--- config.mk ---
export PLATFORM = sky130hd
export DESIGN_NAME = keypad_key_capture
export DESIGN_NICKNAME = d
export VERILOG_FILES = /design/src/rtl/keypad_pkg.sv /design/src/rtl/key_fifo.sv /design/src/rtl/keypad_key_capture.sv
export SDC_FILE = /design/constraint.sdc
export NUM_CORES = 1
export LEC_CHECK = 0
export ABC_CLOCK_PERIOD_IN_PS = 6200
export CORE_MARGIN = 3
export CORE_UTILIZATION = 50
export CTS_BUF_LIST = sky130_fd_sc_hd__clkbuf_8
export DETAILED_ROUTE_END_ITERATION = 6
export PLACE_DENSITY = 0.81
export SLEW_MARGIN = 0
export SYNTH_ARGS = -nofsm -noshare
export SYNTH_HDL_FRONTEND = slang
export SYNTH_SLANG_ARGS = --single-unit
--- constraint.sdc ---
create_clock -name clk -period 6.2 [get_ports clk]
set_input_delay 0.93 -clock clk [delete_from_list [all_inputs] [get_ports clk]]
set_output_delay 0.93 -clock clk [all_outputs]
set_load 0.005 [all_outputs]
--- src/rtl/keypad_pkg.sv ---
// Shared types for the keypad key-capture slice: capture FSM states and key code type.
package keypad_pkg;

  localparam int KEY_W = 4;
  localparam int CNT_W = 4;

  typedef enum logic [1:0] {IDLE, DEB_PRESS, HELD, DEB_REL} cap_state_t;
  typedef logic [KEY_W-1:0] key_t;

endpackage

--- src/rtl/key_fifo.sv ---
// Small first-word-fall-through key FIFO with a sticky overflow flag.
module key_fifo #(
  parameter int DEPTH = 4,
  parameter int KEY_W = 4
) (
  input  logic                   clk,
  input  logic                   reset_n,
  input  logic                   push,
  input  logic [KEY_W-1:0]       push_data,
  input  logic                   pop,
  input  logic                   ovf_clr,
  output logic                   valid,
  output logic [KEY_W-1:0]       head,
  output logic [$clog2(DEPTH):0] count,
  output logic                   overflow,
  output logic                   push_ok
);

  localparam int PW = $clog2(DEPTH);
  localparam logic [PW:0] FULL_CNT = (PW+1)'(DEPTH);

  logic [KEY_W-1:0] mem_q [DEPTH];
  logic [KEY_W-1:0] mem_d [DEPTH];
  logic [PW-1:0]    wr_ptr_q, wr_ptr_d;
  logic [PW-1:0]    rd_ptr_q, rd_ptr_d;
  logic [PW:0]      count_q, count_d;
  logic             ovf_q, ovf_d;
  logic             empty, full, pop_ok, drop;

  always_comb begin
    empty    = (count_q == '0);
    full     = (count_q == FULL_CNT);
    pop_ok   = pop & ~empty;
    // A full FIFO still accepts a push when a pop frees a slot on the same edge.
    push_ok  = push & (~full | pop_ok);
    drop     = push & full & ~pop_ok;

    mem_d    = mem_q;
    wr_ptr_d = wr_ptr_q;
    rd_ptr_d = rd_ptr_q;
    count_d  = count_q;
    ovf_d    = ovf_q;

    if (push_ok) begin
      mem_d[wr_ptr_q] = push_data;
      wr_ptr_d        = wr_ptr_q + 1'b1;
    end
    if (pop_ok) begin
      rd_ptr_d = rd_ptr_q + 1'b1;
    end

    case ({push_ok, pop_ok})
      2'b10:   count_d = count_q + 1'b1;
      2'b01:   count_d = count_q - 1'b1;
      default: count_d = count_q;
    endcase

    if (ovf_clr) ovf_d = 1'b0;
    if (drop)    ovf_d = 1'b1;
  end

  always_ff @(posedge clk or negedge reset_n) begin
    if (!reset_n) begin
      for (int i = 0; i < DEPTH; i++) mem_q[i] <= '0;
      wr_ptr_q <= '0;
      rd_ptr_q <= '0;
      count_q  <= '0;
      ovf_q    <= 1'b0;
    end else begin
      mem_q    <= mem_d;
      wr_ptr_q <= wr_ptr_d;
      rd_ptr_q <= rd_ptr_d;
      count_q  <= count_d;
      ovf_q    <= ovf_d;
    end
  end

  assign valid    = ~empty;
  assign head     = empty ? '0 : mem_q[rd_ptr_q];
  assign count    = count_q;
  assign overflow = ovf_q;

endmodule

--- src/rtl/keypad_key_capture.sv ---
// Keypad key capture: per-frame key summary, frame-level press/release debounce,
// key FIFO for the MCU and a one-cycle interrupt per queued key.
//
//   state     | meaning
//   ----------+--------------------------------------------------------
//   IDLE      | no key down; waiting for a frame with a hit
//   DEB_PRESS | same code seen for cnt frames; accept at DEBOUNCE_FRAMES
//   HELD      | key accepted and still down; no further pushes
//   DEB_REL   | no hit for cnt frames; released at DEBOUNCE_FRAMES
module keypad_key_capture
  import keypad_pkg::*;
#(
  parameter int DEBOUNCE_FRAMES = 3,
  parameter int DEPTH           = 4
) (
  input  logic                   clk,
  input  logic                   reset_n,
  input  logic                   press,
  input  logic [3:0]             data,
  input  logic                   col_last,
  input  logic                   key_rd,
  input  logic                   ovf_clr,
  output logic                   key_valid,
  output logic [3:0]             key_data,
  output logic [$clog2(DEPTH):0] key_count,
  output logic                   overflow,
  output logic                   intr
);

  localparam logic [CNT_W-1:0] DEB_N = CNT_W'(DEBOUNCE_FRAMES);

  cap_state_t       state_q, state_d;
  logic [CNT_W-1:0] cnt_q, cnt_d, cnt_inc;
  key_t             cand_q, cand_d;
  logic             acc_hit_q, acc_hit_d;
  key_t             acc_code_q, acc_code_d;
  logic             intr_q, intr_d;
  logic             f_hit;
  key_t             f_code;
  logic             push;
  logic             push_ok;

  always_comb begin
    state_d    = state_q;
    cnt_d      = cnt_q;
    cand_d     = cand_q;
    acc_hit_d  = acc_hit_q;
    acc_code_d = acc_code_q;
    push       = 1'b0;
    cnt_inc    = (cnt_q >= DEB_N) ? DEB_N : cnt_q + 1'b1;
    f_hit      = acc_hit_q | press;
    f_code     = acc_hit_q ? acc_code_q : data;

    if (!col_last) begin
      // First hit column of the frame wins.
      if (press && !acc_hit_q) begin
        acc_hit_d  = 1'b1;
        acc_code_d = data;
      end
    end else begin
      acc_hit_d  = 1'b0;
      acc_code_d = '0;
      unique case (state_q)
        IDLE: begin
          if (f_hit) begin
            cand_d = f_code;
            cnt_d  = 4'd1;
            if (DEB_N == 4'd1) begin
              push    = 1'b1;
              state_d = HELD;
            end else begin
              state_d = DEB_PRESS;
            end
          end
        end
        DEB_PRESS: begin
          if (!f_hit) begin
            state_d = IDLE;
            cnt_d   = '0;
          end else if (f_code == cand_q) begin
            cnt_d = cnt_inc;
            if (cnt_inc == DEB_N) begin
              push    = 1'b1;
              state_d = HELD;
            end
          end else begin
            cand_d = f_code;
            cnt_d  = 4'd1;
          end
        end
        HELD: begin
          if (!f_hit) begin
            if (DEB_N == 4'd1) begin
              state_d = IDLE;
              cnt_d   = '0;
            end else begin
              state_d = DEB_REL;
              cnt_d   = 4'd1;
            end
          end
        end
        DEB_REL: begin
          if (f_hit) begin
            state_d = HELD;
            cnt_d   = '0;
          end else begin
            cnt_d = cnt_inc;
            if (cnt_inc == DEB_N) begin
              state_d = IDLE;
              cnt_d   = '0;
            end
          end
        end
        default: state_d = IDLE;
      endcase
    end

    intr_d = push_ok;
  end

  always_ff @(posedge clk or negedge reset_n) begin
    if (!reset_n) begin
      state_q    <= IDLE;
      cnt_q      <= '0;
      cand_q     <= '0;
      acc_hit_q  <= 1'b0;
      acc_code_q <= '0;
      intr_q     <= 1'b0;
    end else begin
      state_q    <= state_d;
      cnt_q      <= cnt_d;
      cand_q     <= cand_d;
      acc_hit_q  <= acc_hit_d;
      acc_code_q <= acc_code_d;
      intr_q     <= intr_d;
    end
  end

  key_fifo #(
    .DEPTH (DEPTH),
    .KEY_W (KEY_W)
  ) u_key_fifo (
    .clk       (clk),
    .reset_n   (reset_n),
    .push      (push),
    .push_data (cand_d),
    .pop       (key_rd),
    .ovf_clr   (ovf_clr),
    .valid     (key_valid),
    .head      (key_data),
    .count     (key_count),
    .overflow  (overflow),
    .push_ok   (push_ok)
  );

  assign intr = intr_q;

endmodule
* Word level (Yosys, flattened, before mapping)
Cells that the tools add are included.
** Word-level totals
- Register bits :: 40
- Bits of input ports :: 10
- Output and inout bits :: 10
- Word-level logic and storage cells :: 98
** Cells by class
- $add $sub $neg :: 5
- Magnitude comparators :: 4
- Equal/unequal tests :: 13
- Multiplexer cells :: 41
- Bitwise operators :: 11
- Reduce and logical (&&, ||, !) cells :: 10
** Operators with widths (count)
- $mux W4 :: 18
- $bwmux W16 :: 1
- $pmux W4 S4 :: 1
- $mux W2 :: 7
- $mux W1 :: 9
- $ne A3 B3 Y1 const B :: 3
- $bmux W4 S2 :: 1
- $demux W4 S2 :: 1
- $pmux W2 S4 :: 1
- $pmux W4 S2 :: 1
- $eq A2 B2 Y1 const B :: 3
- $ge A3 B3 Y1 const B :: 2
- $not A2 Y3 :: 2
- $pmux W3 S2 :: 1
- $reduce_and A6 Y1 :: 1
- $reduce_bool A2 Y1 :: 3
- $add A2 B1 Y2 const B :: 2
- $add A4 B1 Y4 const B :: 1
- $and A1 B1 Y1 :: 4
- $eq A2 B1 Y1 const B :: 2
- $eq A4 B2 Y1 const B :: 1
- $eq A4 B4 Y1 :: 1
- $ge A4 B2 Y1 const B :: 1
- $ne A2 B2 Y1 const B :: 2
- 11 further kinds :: 15

* Longest topological paths before layout
Gate-level depths: netlist (run 1).
- Depth in word-level cells :: 11
- Depth in mapped cells :: 12
- Gate-level depth less buffers :: 11

* Hierarchy
From an unflattened synthesis (run 1), not the netlist that was laid out.
** Unflattened totals
- Cells, all modules :: 171
- Area, all modules :: 2028.2 µm²
** Modules (own cells, without submodules)
- key_fifo :: times used 1, cells an instance 87, area each 1186.1 µm², sequential area each 600.6 µm²
- keypad_key_capture :: times used 1, cells an instance 84, area each 842.1 µm², sequential area each 400.4 µm²

* Worst setup path before layout (run 1)
Ideal clock, no wire load.
- Path type :: input to register
- From :: input port data[1]
- To :: register u_key_fifo.count_q[2], in the netlist u_key_fifo.count[2]
- Setup time :: 0.125 ns
- Data arrival time :: 2.682 ns
- Required time :: 6.075 ns
- Setup slack :: 3.393 ns
- Cell stages on the path :: 10
- Buffers on the path :: 0
- Cells stage by stage :: mux2i_1 xnor2_1 nor4_4 nand3_1 ha_1 inv_1 fa_1 xor2_1 nor2_1 xor2_1
** On the way
- Word-level cells in the longest chain between the ends :: 9
- Elaborated cells on any way between the ends :: 11
- Those cells by class :: eq/ne: 3; mux: 6; bitwise: 1; reduce/logical: 1
** RTL lines
- start, declared :: line keypad_key_capture.sv:19 : input logic [3:0] data,
- $mux W4 (*) :: line keypad_key_capture.sv:52 : f_code = acc_hit_q ? acc_code_q : data;
- $eq A4 B4 Y1 (*) :: line keypad_key_capture.sv:80 : end else if (f_code == cand_q) begin
- $mux W1 (*) :: line keypad_key_capture.sv:80
- $mux W1 (*) :: line keypad_key_capture.sv:77 : if (!f_hit) begin
- $mux W1 (*) :: line keypad_key_capture.sv:63 : unique case (state_q)
- $mux W1 (*) :: line keypad_key_capture.sv:54 : if (!col_last) begin
- $and A1 B1 Y1 (*) :: line key_fifo.sv:35 : push_ok = push & (~full | pop_ok);
- $eq A2 B1 Y1 / $eq A2 B2 Y1 (equally long branches) :: line key_fifo.sv:52 : case ({push_ok, pop_ok})
- $pmux W3 S2 / $reduce_bool A2 Y1 (equally long branches)
- end signal, assigned :: line key_fifo.sv:73 : count_q <= count_d;
- end, declared :: line key_fifo.sv:26 : logic [PW:0] count_q, count_d;
Mark *: on every way between the ends. The rest lies on a longest branch, timed or not.
A chain may end at the register's enable or synchronous reset.

* Final worst setup path (run 1)
- From :: input port key_rd
- To :: register u_key_fifo.count_q[2], in the netlist u_key_fifo.count[2]
** On the way
- Word-level cells in the longest chain between the ends :: 5
- Elaborated cells on any way between the ends :: 7
- Those cells by class :: eq/ne: 2; mux: 1; bitwise: 3; reduce/logical: 1
** RTL lines
- start, declared :: line keypad_key_capture.sv:21 : input logic key_rd,
- $and A1 B1 Y1 (*) :: line key_fifo.sv:33 : pop_ok = pop & ~empty;
- $or A1 B1 Y1 :: line key_fifo.sv:35
- $and A1 B1 Y1 :: line key_fifo.sv:35
- $eq A2 B1 Y1 / $eq A2 B2 Y1 (equally long branches) :: line key_fifo.sv:52
- $pmux W3 S2 / $reduce_bool A2 Y1 (equally long branches)
Marks and branches as above.

==> results of run 1 <==
where the power goes:
| part | switching (mW) | total, mW | internal (mW) |
|---|---|---|---|
| sequential | 0.0518 | 0.356 | 0.304 |
| clock | 0.0900 | 0.232 | 0.142 |
| combinational | 0.114 | 0.231 | 0.117 |
| total | 0.256 | 0.819 | 0.563 |
kinds of logic (layout without fill, tap and decap cells):
logic type                 after synthesis  after routing  synth area share
AOI/OAI and AO/OA                       15             15            0.0495
xor gates and xnor gates                11             11            0.0488
adders and majority gates                7              7            0.0482
buffers and inverters                   13             35            0.0285
DFF                                     40             40             0.507
muxes                                   30             30             0.188
and+or+nand+nor                         47             47             0.129
stage by stage:
step           worst slack [ns]  power, mW  std cells
2_1_floorplan              3.39      0.511        163
3_3_place_gp               2.78      0.577        225
3_5_place_dp               2.64      0.591        225
4_1_cts                    2.95      0.824        233
5_1_grt                    2.75      0.868        233
6_report                   2.93      0.819        233
layer usage:
| metal | up-vias | global-route usage | part of all wire |
|---|---|---|---|
| met4 | 0 | 0.0730 | 0.022 |
| met3 | 11 | 0.0519 | 0.053 |
| met5 | - | 0 | 0 |
| met2 | 42 | 0.284 | 0.47 |
| met1 | 644 | 0.240 | 0.45 |
| li1 | 609 | - | - |
flip-flops by register name (all words and copies together) (netlist names), named ones only:
signal	count
cnt_q	4
u_key_fifo.rd_ptr_q	2
u_key_fifo.count	3
cand_q	4
u_key_fifo.wr_ptr_q	2
acc_code_q	4
u_key_fifo.overflow	1
intr	1
acc_hit_q	1
u_key_fifo.mem_q	16
state_q	1
cells in the mapped netlist, types with 4 or more instances:
| cell type | count |
|---|---|
| dfrtp_1 | 40 |
| mux2_2 | 17 |
| nand2_1 | 11 |
| nor2_1 | 10 |
| mux2i_1 | 9 |
| inv_1 | 8 |
| xnor2_1 | 8 |
| and2_1 | 7 |
| ha_1 | 6 |
| o21ai_0 | 6 |
| nand4_1 | 5 |
| clkbuf_1 | 4 |
| mux4_2 | 4 |
how the worst min path moves through the flow:
stage,startpoint,to
floorplan,cnt_q[3]$_DFFE_PN0P_,cnt_q[3]$_DFFE_PN0P_
global placement,u_key_fifo.mem_q[10]$_DFFE_PN0P_,u_key_fifo.mem_q[10]$_DFFE_PN0P_
detailed placement,u_key_fifo.mem_q[13]$_DFFE_PN0P_,u_key_fifo.mem_q[13]$_DFFE_PN0P_
CTS,u_key_fifo.mem_q[5]$_DFFE_PN0P_,u_key_fifo.mem_q[5]$_DFFE_PN0P_
global route,u_key_fifo.mem_q[5]$_DFFE_PN0P_,u_key_fifo.mem_q[5]$_DFFE_PN0P_
finish,u_key_fifo.mem_q[14]$_DFFE_PN0P_,u_key_fifo.mem_q[14]$_DFFE_PN0P_
cell usage in the layout (no fill, tap or decap), drive strengths merged:
cell type       n
a31o            1
bufinv          1
nand2b          3
o21bai          1
dfrtp          40
nand3           3
nor2           10
o22ai           1
and2            7
inv             8
xnor2           8
buf             1
nor3            1
a31oi           3
xor2            3
nor4b           1
mux2i           9
nor4            1
o21ai           6
clkdlybuf4s50  18
clkbuf          7
mux4            4
fa              1
nand4           5
ha              6
mux2           17
o221ai          1
nor2b           3
nand2          11
nor3b           1
o21a            1
o21ba           1
or3             1
area by class of cell:
cell class / instances / area [sq um]
multi-input cells: 110 / 916
fillers: 318 / 1430
repair buffers: 19 / 185
well taps: 48 / 60.1
clock inverters: 1 / 30.0
flip-flops and latches: 40 / 1000
clock buffers: 7 / 96.3
inverters: 8 / 30.0
==> results.cfg, run 1 <==
[yosys]
ys.flop_type = dfrtp_1
synth_edf_count = 0
netlist-cell-type-count = 31
seq_area_frac_synth = 0.507
synth_top_area_frac = 0.507
syn_inst = 163
yosys_warnings = 0
synth_area_leaders = dfrtp_1, mux2_2, mux2i_1, mux4_2, ha_1
ys_seq_elements = 40
synthArstFlopShare = 1.00
syn_avg_cell_area_sq_um = 12.1
synth.net_count = 180
syn_area_sq_um = 1970
yosys.area.top_type = dfrtp_1

[timing]
rsz0062_at_grt = false
setup_viol = 0
period_share = 0.528
timing.slew.headroom = 0.426
fin_skew_ns = 0.00548
fmax_mhz = 306
hold_violations = 0
min_period_ns = 3.27
worst_pin_slew_ns = 0.862
slew_violations = 0
whs_ns = 0.506
setup_tns_ns = 0

[global_routing]
grt_usage = 0.182
grt_pass1_wl_microns = 6150
antenna_found_initial = 0
first_global_vias = 1284
grt_max_degree = 41
grt-ovfl-total = 0

[worst_setup_path]
path_delay_family = simple AND/OR/NAND/NOR gates
crit_arrival_ns = 3.48
critPathLaunch = key_rd
timing.reg2reg.setup_slack_ns = 3.43
end_kind = register
crit_chain = clkdlybuf4s50_1 > nor4b_1 > nor2_1 > nand3_1 > ha_1 > inv_1 > fa_1 > xor2_1 > nor2_1 > xor2_1
crit_end = u_key_fifo.count[2]$_DFFE_PN0P_
worstPathRequired_ns = 6.41
cp.depth = 10
rr_worst_depth = 11
r2r-end = u_key_fifo.count[2]$_DFFE_PN0P_
critPathLaunchType = input pin
cpMaxStageDelayCell = nor4b_1
crit_type = in -> reg
r2r_start = cnt_q[0]$_DFFE_PN0P_
critPathBufInv = 2
path_max_fanout = 4
slowest_delay_ns = 0.64

[finish]
syn_to_final_growth_pct = 17.5
utilization = 0.619
drive_gt1_frac = 0.178
diodes = 0
final_area_sq_um = 2320
final_nets = 201

[routing]
routed_wl_microns = 3650
firstDrtPassIters = 5
routed_via_density = 5.61
post_drt_wl_per_cell_microns = 15.7
drc_errors = 0
drt_iter0_markers = 84
ant_nets = 0
vias = 1306

[clock_tree]
cts_hold_buffers = 0
htreeDepth = 2
cts-root-buf = clkbuf_8
numCtsBuffers = 5
postCtsSetupBuffers = 0
clk_pin_slew_ns = 0.07
cts_resized = 0
clk_path_buf_depth = 2
cts_tree = done
clk_latency_ns = 0.29
cts.sinks = 40

[floorplanning]
num_io_pins = 20
fp.dieH_microns = 68.8
start_util = 0.527
dieArea_sq_um = 4740
fp.coreArea_sq_um = 3740
die_x_microns = 68.8
rows = 22

[min_path]
worstHoldPathType = reg -> reg
min_path_cells = 1

[placement]
io_buffer_count = 19
place_area_sq_um = 2190
gp_congestion = 0.904
post-dp-hpwl_microns = 2610

[power]
vdd.ir_drop.worst_mv = 0.221
p_per_area_nw_per_um2 = 353
leakage_nw = 1.08

[job]
maxCapViolations = 0

[run_status]
status = finished, final reports clean
No activity file was read; power rests on OpenSTA's default activity.
==> inputs of run 2 (changes only) <==
- ABC_CLOCK_PERIOD_IN_PS: 6200 -> 3200
- clock period: 6.2 -> 3.2 ns (I/O delays scaled with it)
==> results.cfg, run 2 (synthesis gave the netlist of run 1 again) <==
[placement]
io_buffer_count = 19
dp_slack_ns = 0.308
post-dp-hpwl_microns = 3010
gp_congestion = 0.871

[worst_setup_path]
end_kind = register
crit_arrival_ns = 3.06
slowest_delay_ns = 0.42
cpMaxStageDelayCell = dfrtp_1
crit_type = reg -> reg
path_max_fanout = 7
worstPathRequired_ns = 3.42
critPathLaunchType = register
crit_chain = ha_1 > nor3_1 > o21ai_0 > and2_1 > nand3_1 > ha_1 > inv_1 > fa_1 > xor2_1 > nor2_1 > xor2_1

[finish]
final_cell_mix = dfrtp_1, clkdlybuf4s50_1, mux2_2, nand2_1, nor2_1
syn_to_final_growth_pct = 17.3
regMostFlops = u_key_fifo.mem_q
diodes = 0
regArea_sq_um = 1000
largest_register_ffs = 16
final_nets = 205
final_common_cell = dfrtp_1
utilization = 0.618
fill_cells = 312
drive_gt1_frac = 0.196
multi_input_area_sq_um = 916

[clock_tree]
cts_hold_buffers = 0
htreeDepth = 2
cts-root-buf = clkbuf_8
clk_latency_ns = 0.29
postCtsSetupBuffers = 0
clk_pin_slew_ns = 0.07
cts.sinks = 40
clk_path_buf_depth = 2
numCtsBuffers = 5
cts_tree = done
cts_resized = 0

[floorplanning]
fp.dieH_microns = 68.8
num_io_pins = 20
die_x_microns = 68.8
fp.coreArea_sq_um = 3740
start_util = 0.527
rows = 22
dieArea_sq_um = 4740

[power]
vdd.ir_drop.worst_mv = 0.480
leakage_nw = 1.09
p_per_area_nw_per_um2 = 651

[timing]
layout_setup_ws_ns = 0.358
rsz0062_at_grt = false
worst_pin_slew_ns = 0.868
setup_viol = 0
fin_skew_ns = 0.00231
setup_tns_ns = 0
period_share = 0.888
slew_violations = 0
hold_violations = 0
fmax_mhz = 352
timing.slew.headroom = 0.422
min_period_ns = 2.84

[global_routing]
grt_max_degree = 41
grt_pass1_wl_microns = 6880
grt-ovfl-total = 0
grt_usage = 0.204
first_global_vias = 1449
antenna_found_initial = 0

[routing]
vias = 1318
firstDrtPassIters = 4
post_drt_wl_per_cell_microns = 16.8
drt_iter0_markers = 96
ant_nets = 0
drc_errors = 0
routed_via_density = 5.56
routed_wl_microns = 3990

[run_status]
status = finished, final reports clean

[job]
maxCapViolations = 0

[min_path]
worstHoldPathType = in -> async
## run 2: cell types whose count changed in the layout (fill, tap and decap cells not counted), sizes merged
cell	delta
buf	+4
clkinv	+2
clkbuf	-1
bufinv	-1
## run 2: report_power, final
part | switching (mW) | total (mW) | internal (mW)
sequential | 0.106 | 0.695 | 0.589
combinational | 0.232 | 0.471 | 0.239
clock | 0.170 | 0.342 | 0.172
total | 0.508 | 1.51 | 1.00
## run 2: worst paths after layout
check                           slack (ns)  cells past startpoint                  from                         endpoint
worst max register to register        0.36                     11  cnt_q[0]$_DFFE_PN0P_  u_key_fifo.count[2]$_DFFE_PN0P_
min in group clk                      0.51                      1  cnt_q[3]$_DFFE_PN0P_             cnt_q[3]$_DFFE_PN0P_
worst max-delay path                  0.36                     11  cnt_q[0]$_DFFE_PN0P_  u_key_fifo.count[2]$_DFFE_PN0P_
max in group asynchronous             2.36                      1               reset_n  u_key_fifo.count[2]$_DFFE_PN0P_
worst min register to register        0.51                      1  cnt_q[3]$_DFFE_PN0P_             cnt_q[3]$_DFFE_PN0P_
worst min-delay path                  0.30                      1               reset_n             cnt_q[3]$_DFFE_PN0P_
## run 2: cell type report
type / count / area share
clock buffers: 6 / 0.0357
flip-flops and latches: 40 / 0.432
well taps: 48 / 0.0259
repair buffers: 23 / 0.0930
inverters: 8 / 0.0130
multi-input cells: 110 / 0.396
clock inverters: 2 / 0.00432
## run 2: critical path, delay by kind of cell (launching register included)
family / cells / cell delay (ns)
xor+xnor: 2 / 0.31
compound gates: 1 / 0.27
buf+inv: 1 / 0.06
fa+ha+maj: 3 / 0.79
flops: 1 / 0.42
simple gates: 4 / 0.93
## run 2: metal layers
layer | wire length (microns) | up-vias | GRT usage
li1 | - | 618 | -
met1 | 1650 | 656 | 0.236
met2 | 2090 | 35 | 0.354
met3 | 189 | 9 | 0.0616
met4 | 61 | 0 | 0.0779
met5 | 0 | - | 0
## run 2: per-stage QoR
stage                     hold WS, ns  power (mW)  instances  cell area (sq um)
after detailed placement        0.493        1.17        229               2220
after CTS                       0.323        1.52        237               2310
after global routing            0.360        1.61        237               2310
after floorplan                 0.184       0.989        163               1970
final                           0.297        1.51        237               2310
after global placement          0.481        1.13        229               2220
